File: src/rtl/down_counter_sequencer.sv
// -----------------------------------------------------------------------------
// down_counter_sequencer
//
// Loadable down-counter with a sequencing FSM. A run loads an iteration count V.
// The block then issues V step requests to a datapath, one per step_ack, and
// ends with a one-cycle done pulse. This block consumes the iteration count.
// The matching up-counter produces it.
//
// Configuration macro: DOWN_CNT_PAUSE_EN
//   When defined, the block has a pause input. While pause is high in RUN,
//   step_req is held low and the count does not change.
//
// Parameters
//   WIDTH     counter width in bits
//   INIT      iteration count loaded when use_load=0 (0 .. 2**WIDTH-1)
//
// Ports
//   clk       clock, rising edge
//   sclr      asynchronous active-high reset
//   start     begin a run (sampled in IDLE only)
//   use_load  1: load load_val on start, 0: load INIT
//   load_val  iteration count used when use_load=1
//   abort     synchronous abort of a run in progress
//   pause     (DOWN_CNT_PAUSE_EN only) stall the run without leaving RUN
//   step_ack  datapath accepted the current step
//   step_req  registered step request to the datapath
//   busy      high in RUN
//   done      one-cycle pulse when a run completes normally
//   bo        borrow-out, cnt_val == 0
//   cnt_val   remaining iterations
// -----------------------------------------------------------------------------
module down_counter_sequencer #(
    parameter int WIDTH = 4,
    parameter int INIT  = 14
) (
    input  logic             clk,
    input  logic             sclr,
    input  logic             start,
    input  logic             use_load,
    input  logic [WIDTH-1:0] load_val,
    input  logic             abort,
`ifdef DOWN_CNT_PAUSE_EN
    input  logic             pause,
`endif
    input  logic             step_ack,
    output logic             step_req,
    output logic             busy,
    output logic             done,
    output logic             bo,
    output logic [WIDTH-1:0] cnt_val
);

    typedef enum logic [1:0] {
        ST_IDLE = 2'd0,
        ST_RUN  = 2'd1,
        ST_DONE = 2'd2
    } state_e;

    localparam logic [WIDTH-1:0] INIT_VAL = WIDTH'(INIT);

    state_e           state_q, state_d;
    logic [WIDTH-1:0] cnt_q, cnt_d;
    logic             step_req_q, step_req_d;
    logic [WIDTH-1:0] load_v;
    logic             pause_i;
    logic             step_done;

`ifdef DOWN_CNT_PAUSE_EN
    assign pause_i = pause;
`else
    assign pause_i = 1'b0;
`endif

    assign load_v = use_load ? load_val : INIT_VAL;

    // A step completes only while a request is outstanding. A pause in the
    // same cycle blocks it, so an ack given during a pause is not counted.
    assign step_done = step_req_q && step_ack && !pause_i;

    always_comb begin
        // NOTE: every output of this block gets a default first, so no path leaves a latch.
        state_d    = state_q;
        cnt_d      = cnt_q;
        step_req_d = 1'b0;

        unique case (state_q)
            ST_IDLE: begin
                if (start) begin
                    cnt_d = load_v;
                    if (load_v == '0) begin
                        state_d = ST_DONE;     // zero-length run: no steps at all
                    end else begin
                        state_d    = ST_RUN;
                        step_req_d = 1'b1;
                    end
                end
            end

            ST_RUN: begin
                if (abort) begin
                    state_d = ST_IDLE;         // cnt_val holds the remaining count
                end else if (pause_i) begin
                    step_req_d = 1'b0;
                end else if (step_done) begin
                    cnt_d = cnt_q - 1'b1;
                    if (cnt_q == WIDTH'(1)) begin
                        state_d = ST_DONE;
                    end else begin
                        step_req_d = 1'b1;     // back-to-back requests
                    end
                end else begin
                    step_req_d = 1'b1;         // hold, or resume after a pause
                end
            end

            ST_DONE: begin
                state_d = ST_IDLE;
            end

            default: begin
                state_d = ST_IDLE;
            end
        endcase
    end

    // NOTE: sequential state uses non-blocking assignments only; blocking here would race readers.
    always_ff @(posedge clk or posedge sclr) begin
        if (sclr) begin
            state_q    <= ST_IDLE;
            cnt_q      <= '0;
            step_req_q <= 1'b0;
        end else begin
            state_q    <= state_d;
            cnt_q      <= cnt_d;
            step_req_q <= step_req_d;
        end
    end

    assign step_req = step_req_q;
    assign busy     = (state_q == ST_RUN);
    assign done     = (state_q == ST_DONE);
    assign cnt_val  = cnt_q;
    assign bo       = (cnt_q == '0);

endmodule

File: config.mk
export PLATFORM = sky130hd
export DESIGN_NAME = down_counter_sequencer
export DESIGN_NICKNAME = d
export VERILOG_FILES = /design/src/rtl/down_counter_sequencer.sv
export SDC_FILE = /design/constraint.sdc
export NUM_CORES = 1
export LEC_CHECK = 0
export BUFFER_PORTS_ARGS = -buffer_cell sky130_fd_sc_hd__clkbuf_2
export CAP_MARGIN = 20
export CELL_PAD_IN_SITES_DETAIL_PLACEMENT = 2
export CELL_PAD_IN_SITES_GLOBAL_PLACEMENT = 2
export CORE_MARGIN = 3
export CORE_UTILIZATION = 26
export DETAILED_ROUTE_END_ITERATION = 10
export PLACE_DENSITY = 0.71
export SLEW_MARGIN = 10
export SYNTH_ARGS = -nofsm -noshare
export SYNTH_HDL_FRONTEND = slang
export SYNTH_SLANG_ARGS = --single-unit
File: constraint.sdc
create_clock -name clk -period 1.45 [get_ports clk]
set_input_delay 0.2175 -clock clk [delete_from_list [all_inputs] [get_ports clk]]
set_output_delay 0.2175 -clock clk [all_outputs]
set_load 0.1 [all_outputs]
==> run_results.csv, run 1 <==
group,metric,value,unit
synthesis,synth_most_common_cell,"dfrtp_1",
power,power.leakage,0.407,nW
sta,relSlewSlack,0.789,
place,io_buffers,17,
floorplanning,die_h,49.2,um
setup_path,critPathRequiredTime,1.61,ns
setup_path,start_kind,"flop",
setup_path,critPathKind,"flop to flop",
grt,grtUsageMet3,0.0367,
min_path,hp-class,"primary input to flop",
clock_network,clk_pin_slew,0.07,ns
sta,setup_slack,-0.259,ns
place,dp_cells,91,
grt,overflow,0,
synthesis,seq_area_frac_synth,0.362,
synthesis,yosys.area.top_type_share,0.362,
synthesis,syn_area,484,um2
final_layout,design_area,923,um2
synthesis,ys.flop_type,"dfrtp_1",
grt,antenna_found_initial,0,
flow_run,maxCapViolCount,0,
synthesis,synth-edff-count,0,
synthesis,yosys-top-cells-count,"7 x dfrtp_1, 5 x inv_1, 4 x a21oi_1, 3 x nor2b_1, 3 x or3_1",
final_layout,stdcell_count,106,
grt,use_met2,0.290,
clock_network,cts_tree,"done",
clock_network,root_buffer,"clkbuf_4",
power,peakVddDrop,0.000996,V
place,place.gp.congestion,0.716,
detailed_routing,vias_per_cell,5.25,
clock_network,clock-sinks,7,
sta,worst_pin_slew,0.317,ns
power,p_per_area,1950,nW/um2
synthesis,synth_cells,50,
place,dp_hpwl,1350,um
synthesis,synth_area_leaders,"dfrtp_1 36%, ha_1 5.2%, a21oi_1 4.1%, mux2i_1 4.1%, inv_1 3.9%",
final_layout,multi_input_area,387,um2
floorplanning,io_pins,18,
sta,hold_violations,0,
place,preCtsSetupSlack,-0.115,ns
clock_network,htreeDepth,1,
clock_network,numCtsBuffers,3,
synthesis,synth_nets,62,
detailed_routing,vias,557,
synthesis,syn_area_per_cell,9.68,um2
clock_network,cts_buffer_depth,2,
setup_path,cp-end-kind,"flop",
final_layout,area_delta_synth_final,90.7,%
setup_path,cp_max_fo,4,
sta,drv_slew,0,
final_layout,drive_gt1_frac,0.732,
floorplanning,core_region_area,1630,um2
detailed_routing,drc,0,
detailed_routing,ant_nets,0,
grt,grt.total_usage,0.172,
sta,finalCriticalPeriod,1.71,ns
status,status,"complete, but fails checks",
final_layout,fin_nets,95,
detailed_routing,drt-initial-drc-count,9,
floorplanning,start_util,0.297,
detailed_routing,drt-total-wl,2490,um
grt,grt_max_degree,11,
synthesis,synth_cell_types,27,
synthesis,ys_warn_count,0,
grt,gr-max-usage-layer,"met2",
sta,finalSetupViolations,9,
synthesis,ys_seq_elements,7,
sta,post-route-period-util,1.18,
setup_path,arrival,1.87,ns
clock_network,clock_latency,0.29,ns
grt,met1_usage,0.213,
detailed_routing,drt_pass1_iterations,3,
sta,rsz0062_at_grt,"true",
sta,holdWs,0.385,ns
synthesis,async_reset_ff_frac,1.00,
sta,fin_skew,0.00534,ns
floorplanning,die_w,49.2,um
grt,grt_pass1_wl,3120,um
final_layout,n_fill_cell,165,
grt,grt_pass1_vias,606,
floorplanning,rows,14,
place,postPlaceCellArea,744,um2
floorplanning,dieArea,2420,um2
synthesis,synth_top_cell_by_area,"dfrtp_1",
final_layout,seqCellArea,191,um2
final_layout,n_antenna_cell,0,
sta,fmax,0.585,GHz
detailed_routing,routedWlPerCell,23.5,um
status,violations,"negative setup slack",
## state kept, by name (all words and copies together), names as in the netlist
signal,flops
cnt_val,4
state_q,2
step_req,1
## critical path: stages (launching register included)
cell and delay (ns):
dfrtp_4 0.50, buf_4 0.15, buf_6 0.10, buf_6 0.12, or3_4 0.35, a221oi_2 0.25, o2bb2ai_1 0.12
## cell usage in the layout, fill, tap and decap left out, types with 2 or more instances in the layout
cell	n
buf_12	4
dfrtp_2	4
dfrtp_4	3
mux2i_1	2
buf_4	14
clkbuf_4	3
clkbuf_2	9
nand2_1	2
or3_1	2
a21oi_2	4
inv_1	2
nor2b_1	2
buf_6	2
inv_4	3
ha_4	2
## area by class of cell
| cell class | count | share of cell area |
|---|---|---|
| well taps | 24 | 0.0325 |
| clock buffers | 4 | 0.0285 |
| multi-input cells | 36 | 0.419 |
| repair buffers | 30 | 0.285 |
| flip-flops and latches | 7 | 0.207 |
| inverters | 5 | 0.0285 |
## power breakdown
part | switching (mW) | total (mW) | internal [mW] | leakage, nW
clock | 0.119 | 0.227 | 0.107 | 0.0150
combinational | 0.779 | 1.21 | 0.431 | 0.315
sequential | 0.0890 | 0.362 | 0.273 | 0.0767
total | 0.988 | 1.80 | 0.811 | 0.407
## path summary, 6_finish.rpt
kind | cells past startpoint | to | slack [ns] | start
setup / recovery | 6 | cnt_val[3] | -0.26 | cnt_val[0]
hold / removal | 4 | cnt_val[1] | 0.39 | load_val[1]
hold reg to reg | 1 | step_req | 0.63 | state_q[1]
min in group asynchronous | 3 | state_q[1] | 0.40 | sclr
max in group asynchronous | 3 | cnt_val[1] | 0.77 | sclr
setup reg to reg | 6 | cnt_val[3] | -0.26 | cnt_val[0]
## repair_timing
action | 4_1_cts | 5_1_grt
gates resized for setup | 8 | 10
hold endpoints to repair | 7 | 0
setup endpoints to repair | 10 | 9
hold buffers | 1 | 0
pin swaps | 7 | 7
buffers inserted | 8 | 2
## metrics by stage
step	TNS (ns)	power [mW]	util
floorplan	-0.687	1.07	-
global placement	-0.0738	1.31	0.457
detailed placement	-0.324	1.34	0.457
CTS	-0.622	1.66	0.535
global route	-1.65	1.88	0.567
finish	-1.21	1.80	0.567
## cells by family after synthesis
group | synth area share
AND/OR/NAND/NOR | 0.279
AO/OA/AOI/OAI | 0.178
buffers and inverters | 0.0646
flip-flops | 0.362
multiplexers | 0.0646
adder cells (fa/ha/maj) | 0.0517
## per-layer routing
metal	vias up	share of wire	routed length, um
li1	247	-	-
met1	276	0.45	1130
met2	27	0.46	1150
met3	7	0.056	140
met4	0	0.030	74
met5	-	0	0
(Power assumes the default switching activity.)
==> run 2, diff against run 1 <==
Settings changed: REMOVE_ABC_BUFFERS set to 1.
==> run 2 against run 1 <==
  * The run still ends with negative setup slack left
  * Die area stayed put
  * Critical path depth shrank 1
  * Clock skew shrank 0.0042 ns
  * Count of clock-buffer cells in the layout unchanged
  * Wire length decreased by 4.7%
  * Non-clock buffer count up 8
  * First-iteration DRC count is 56% higher
  * Cell area grew 2.8%
  * Worst setup slack improved by 0.17 ns
  * Utilization increased by 1.6 points
  * Sequential power down 5.5%
  * Critical endpoint is now bo
==> run_results.csv, run 2 (same netlist as run 1, synthesis figures left out) <==
group,metric,value,unit
floorplanning,io_pins,18,
place,place.gp.congestion,0.757,
status,violations,"negative setup slack",
clock_network,numCtsBuffers,3,
clock_network,root_buffer,"clkbuf_4",
setup_path,critPathRequiredTime,1.23,ns
final_layout,stdcell_count,114,
setup_path,critPathTopFamily,"flip-flops",
detailed_routing,vias_per_cell,4.97,
setup_path,crit_chain,"inv_2 > ha_4 > inv_2 > nor3_4 > buf_12",
min_path,min_from,"load_val[0]",
power,p_per_area,1870,nW/um2
grt,met1_usage,0.243,
final_layout,design_area,950,um2
power,power.leakage,0.441,nW
setup_path,critPathKind,"flop to primary output",
grt,grtUsageMet3,0.0428,
sta,worst_pin_slew,0.339,ns
detailed_routing,drt_pass1_iterations,3,
clock_network,cts_buffer_depth,2,
sta,fmax,0.649,GHz
grt,gr-max-usage-layer,"met2",
setup_path,start_kind,"flop",
final_layout,n_fill_cell,160,
place,postPlaceCellArea,709,um2
power,peakVddDrop,0.000758,V
final_layout,utilization,0.583,
sta,fin_skew,0.00110,ns
setup_path,cpMostUsedCell,"inv_2",
final_layout,final_cell_mix,"21 x buf_4, 9 x clkbuf_2, 5 x dfrtp_1",
sta,relSlewSlack,0.773,
floorplanning,core_region_area,1630,um2
detailed_routing,vias,567,
sta,holdWs,0.348,ns
clock_network,clock-sinks,7,
setup_path,critical_path.max_stage_delay,0.41,ns
floorplanning,die_h,49.2,um
grt,grt_pass1_wl,3260,um
floorplanning,die_w,49.2,um
sta,finalCriticalPeriod,1.54,ns
setup_path,startpoint,"cnt_val[1]",
floorplanning,start_util,0.297,
final_layout,largest_reg_flops,4,
detailed_routing,ant_nets,0,
place,dp_cells,96,
sta,drv_slew,0,
grt,use_met2,0.292,
detailed_routing,drc,0,
sta,rsz0062_at_grt,"true",
grt,overflow,0,
status,status,"complete, but fails checks",
grt,antenna_found_initial,0,
final_layout,fin_nets,103,
place,dp_hpwl,1300,um
sta,final.setup.tns,-0.147,ns
clock_network,htreeDepth,1,
setup_path,worst-path-buf-inv,3,
flow_run,maxCapViolCount,0,
setup_path,cp_slowest_cell,"dfrtp_1",
clock_network,clock_latency,0.26,ns
final_layout,area_delta_synth_final,96.1,%
clock_network,clk_pin_slew,0.07,ns
grt,grt_max_degree,8,
detailed_routing,drt-initial-drc-count,14,
sta,post-route-period-util,1.06,
setup_path,r2r-start,"cnt_val[1]",
setup_path,arrival,1.32,ns
sta,hold_violations,0,
min_path,hp-class,"primary input to flop",
floorplanning,dieArea,2420,um2
sta,finalSetupViolations,2,
final_layout,final_common_cell,"buf_4",
setup_path,cp-end-kind,"primary output",
grt,grt_pass1_vias,612,
clock_network,cts_tree,"done",
place,io_buffers,17,
grt,grt.total_usage,0.186,
setup_path,cp_max_fo,2,
detailed_routing,routedWlPerCell,20.8,um
sta,setup_slack,-0.0897,ns
final_layout,drive_gt1_frac,0.689,
final_layout,n_antenna_cell,0,
detailed_routing,drt-total-wl,2370,um
floorplanning,rows,14,
-- run 2: cell count changes in the layout (fill, tap and decap cells not counted), sizes merged --
cell  change
buf       +8
-- run 2: power by group --
part           internal, mW  leakage [nW]  switching [mW]  total (mW)
logic                 0.468         0.345           0.763        1.23
clock network         0.106        0.0150           0.100       0.206
registers             0.251        0.0818          0.0910       0.342
total                 0.825         0.441           0.954        1.78
-- run 2: metal layers --
layer / part of all wire / wire, um
met5: 0 / 0
met4: 0.017 / 41
met3: 0.030 / 71
met2: 0.45 / 1080
met1: 0.50 / 1180
-- run 2: per-stage QoR --
stage / power [mW] / setup WS (ns)
after CTS: 1.63 / -0.0695
after global routing: 1.88 / -0.148
after detailed placement: 1.27 / -0.0214
final: 1.78 / -0.0897
after floorplan: 0.939 / -1.98
after global placement: 1.26 / -0.00229
-- run 2: final cells by class --
type	instances	area, um2	area share
sequential	7	178	0.187
tap	24	30.0	0.0316
timing repair buffer	38	327	0.344
clock buffer	4	26.3	0.0277
inverter	5	18.8	0.0198
multi-input combinational	36	370	0.390
-- run 2: worst register-to-register path: stages (launching register included) --
cell and delay, ns:
dfrtp_1 0.41, inv_2 0.10, buf_6 0.12, ha_4 0.12, nand4b_1 0.12, or3b_4 0.42
a21oi_2 0.15
-- run 2: path summary, 6_finish.rpt --
| check | slack, ns | to | cells past startpoint |
|---|---|---|---|
| hold / removal | 0.35 | cnt_val[0] | 4 |
| setup reg to reg | -0.06 | state_q[1] | 6 |
| hold reg to reg | 0.60 | state_q[1] | 2 |
| setup / recovery | -0.09 | bo | 5 |
| min in group asynchronous | 0.49 | cnt_val[3] | 3 |
| max in group asynchronous | 0.70 | state_q[0] | 3 |
-- run 2: what timing repair did --
action | CTS | global route
gates resized for setup | 14 | 15
endpoints found under the hold margin | 7 | 0
setup buffers | 8 | 6
hold buffers | 1 | 0
pin swaps | 3 | 8
endpoints found under the setup margin | 6 | 9
==> run 3, diff against run 2 <==
Clock period 1.45 ns to 1.46 ns, I/O delays scaled along.
==> run 3 against run 2 <==
  * The run still ends with negative setup slack left
  * Critical path depth stayed put
  * First-iteration DRC count down 86%
  * Global-route usage decreased by 1.6 points
  * Non-clock buffer count shrank 7
  * Clock skew rose by 0.0074 ns
==> run_results.csv, run 3 (same netlist as run 1, synthesis figures left out) <==
group,metric,value,unit
grt,grt_pass1_vias,594,
min_path,hp-class,"primary input to flop",
grt,grt_max_degree,8,
setup_path,critPathTopFamily,"flip-flops",
grt,grtUsageMet3,0.0183,
floorplanning,rows,14,
clock_network,clock_latency,0.25,ns
sta,drv_slew,0,
place,dp_cells,95,
final_layout,fin_nets,96,
setup_path,critical_path.max_stage_delay,0.39,ns
final_layout,n_fill_cell,180,
sta,setup_slack,-0.0488,ns
power,power.net_switching,885,uW
detailed_routing,vias,528,
sta,final.setup.tns,-0.0488,ns
floorplanning,core_region_area,1630,um2
power,power.leakage,0.394,nW
setup_path,arrival,1.29,ns
setup_path,worst-path-buf-inv,3,
power,finalPower,1.65,mW
detailed_routing,drc,0,
floorplanning,io_pins,18,
sta,relSlewSlack,0.759,
sta,finalCriticalPeriod,1.51,ns
setup_path,cp-end-kind,"primary output",
detailed_routing,ant_nets,0,
grt,antenna_found_initial,0,
place,io_buffers,17,
detailed_routing,drt_pass1_iterations,2,
final_layout,n_antenna_cell,0,
grt,met1_usage,0.203,
grt,grt.total_usage,0.169,
sta,fin_skew,0.00846,ns
power,comb_power_share,0.683,
clock_network,htreeDepth,1,
detailed_routing,drt-initial-drc-count,2,
floorplanning,dieArea,2420,um2
power,seqPwrFrac,0.210,
floorplanning,start_util,0.297,
place,preCtsSetupSlack,-0.0581,ns
setup_path,critPathKind,"flop to primary output",
power,pwr-share-clk,0.107,
final_layout,drive_gt1_frac,0.614,
power,internal-power,765,uW
grt,gr-max-usage-layer,"met2",
grt,overflow,0,
final_layout,utilization,0.525,
detailed_routing,drt-total-wl,1990,um
sta,worst_pin_slew,0.361,ns
final_layout,largest_reg_flops,4,
clock_network,root_buffer,"clkbuf_4",
sta,holdWs,0.362,ns
sta,fmax,0.663,GHz
sta,post-route-period-util,1.03,
clock_network,cts_tree,"done",
clock_network,clock-sinks,7,
clock_network,numCtsBuffers,3,
final_layout,final_common_cell,"buf_4",
place,dp_hpwl,1220,um
power,peakVddDrop,0.000759,V
grt,use_met2,0.308,
status,violations,"negative setup slack",
place,place.gp.congestion,0.750,
setup_path,start_kind,"flop",
sta,rsz0062_at_grt,"true",
setup_path,critPathRequiredTime,1.24,ns
final_layout,design_area,855,um2
setup_path,cp_slowest_cell,"dfrtp_1",
floorplanning,die_h,49.2,um
setup_path,crit_chain,"inv_2 > ha_4 > inv_4 > nor3_4 > buf_12",
grt,grt_pass1_wl,3040,um
floorplanning,die_w,49.2,um
status,status,"complete, but fails checks",
power,p_sw_frac,0.536,
sta,hold_violations,0,
place,postPlaceCellArea,689,um2
power,p_per_area,1930,nW/um2
flow_run,maxCapViolCount,0,
clock_network,cts_buffer_depth,2,
final_layout,area_delta_synth_final,76.5,%
clock_network,clk_pin_slew,0.06,ns
setup_path,cp_max_fo,3,
detailed_routing,vias_per_cell,4.93,
detailed_routing,routedWlPerCell,18.6,um
final_layout,stdcell_count,107,
sta,finalSetupViolations,1,
final_layout,final_cell_mix,"18 x buf_4, 9 x clkbuf_2, 5 x dfrtp_1",
## run 3: path summary, 6_finish.rpt
check / cells after the start / endpoint / startpoint / slack (ns)
max in group asynchronous: 3 / state_q[1] / sclr / 0.78
min in group asynchronous: 3 / cnt_val[3] / sclr / 0.44
hold reg to reg: 1 / state_q[1] / state_q[1] / 0.55
setup reg to reg: 5 / state_q[1] / cnt_val[0] / 0.02
setup / recovery: 5 / bo / cnt_val[1] / -0.05
hold / removal: 4 / cnt_val[0] / load_val[0] / 0.36
## run 3: final cells by class
class	instances	area, um2	area share
flip-flops and latches	7	178	0.208
multi-input cells	36	349	0.408
repair buffers	31	250	0.293
clock buffers	4	26.3	0.0307
inverters	5	21.3	0.0249
well taps	24	30.0	0.0351
## run 3: routing by layer
metal / share of wire / vias to the layer above
li1: - / 248
met1: 0.43 / 261
met2: 0.54 / 17
met3: 0.029 / 2
met4: 0.0060 / 0
met5: 0 / -
## run 3: power groups by stage
stage | combinational [mW] | sequential, mW | clock, mW
2_1_floorplan | 0.259 | 0.673 | 0
3_3_place_gp | 0.870 | 0.326 | 0
3_5_place_dp | 0.879 | 0.326 | 0
4_1_cts | 1.00 | 0.335 | 0.188
5_1_grt | 1.18 | 0.359 | 0.194
6_report | 1.13 | 0.346 | 0.177
## run 3: timing repair
item	in CTS	in global routing
pin swaps	2	5
setup endpoints to repair	3	6
hold endpoints to repair	7	0
resized for setup	11	9
hold buffers	1	0
gates cloned	0	0
setup buffers	4	4
## run 3: worst min-delay path: cells and delay by family
kind	cells	cell delay (ns)
buffers and inverters	1	0.09
AND/OR/NAND/NOR	2	0.16
AO/OA/AOI/OAI	1	0.09
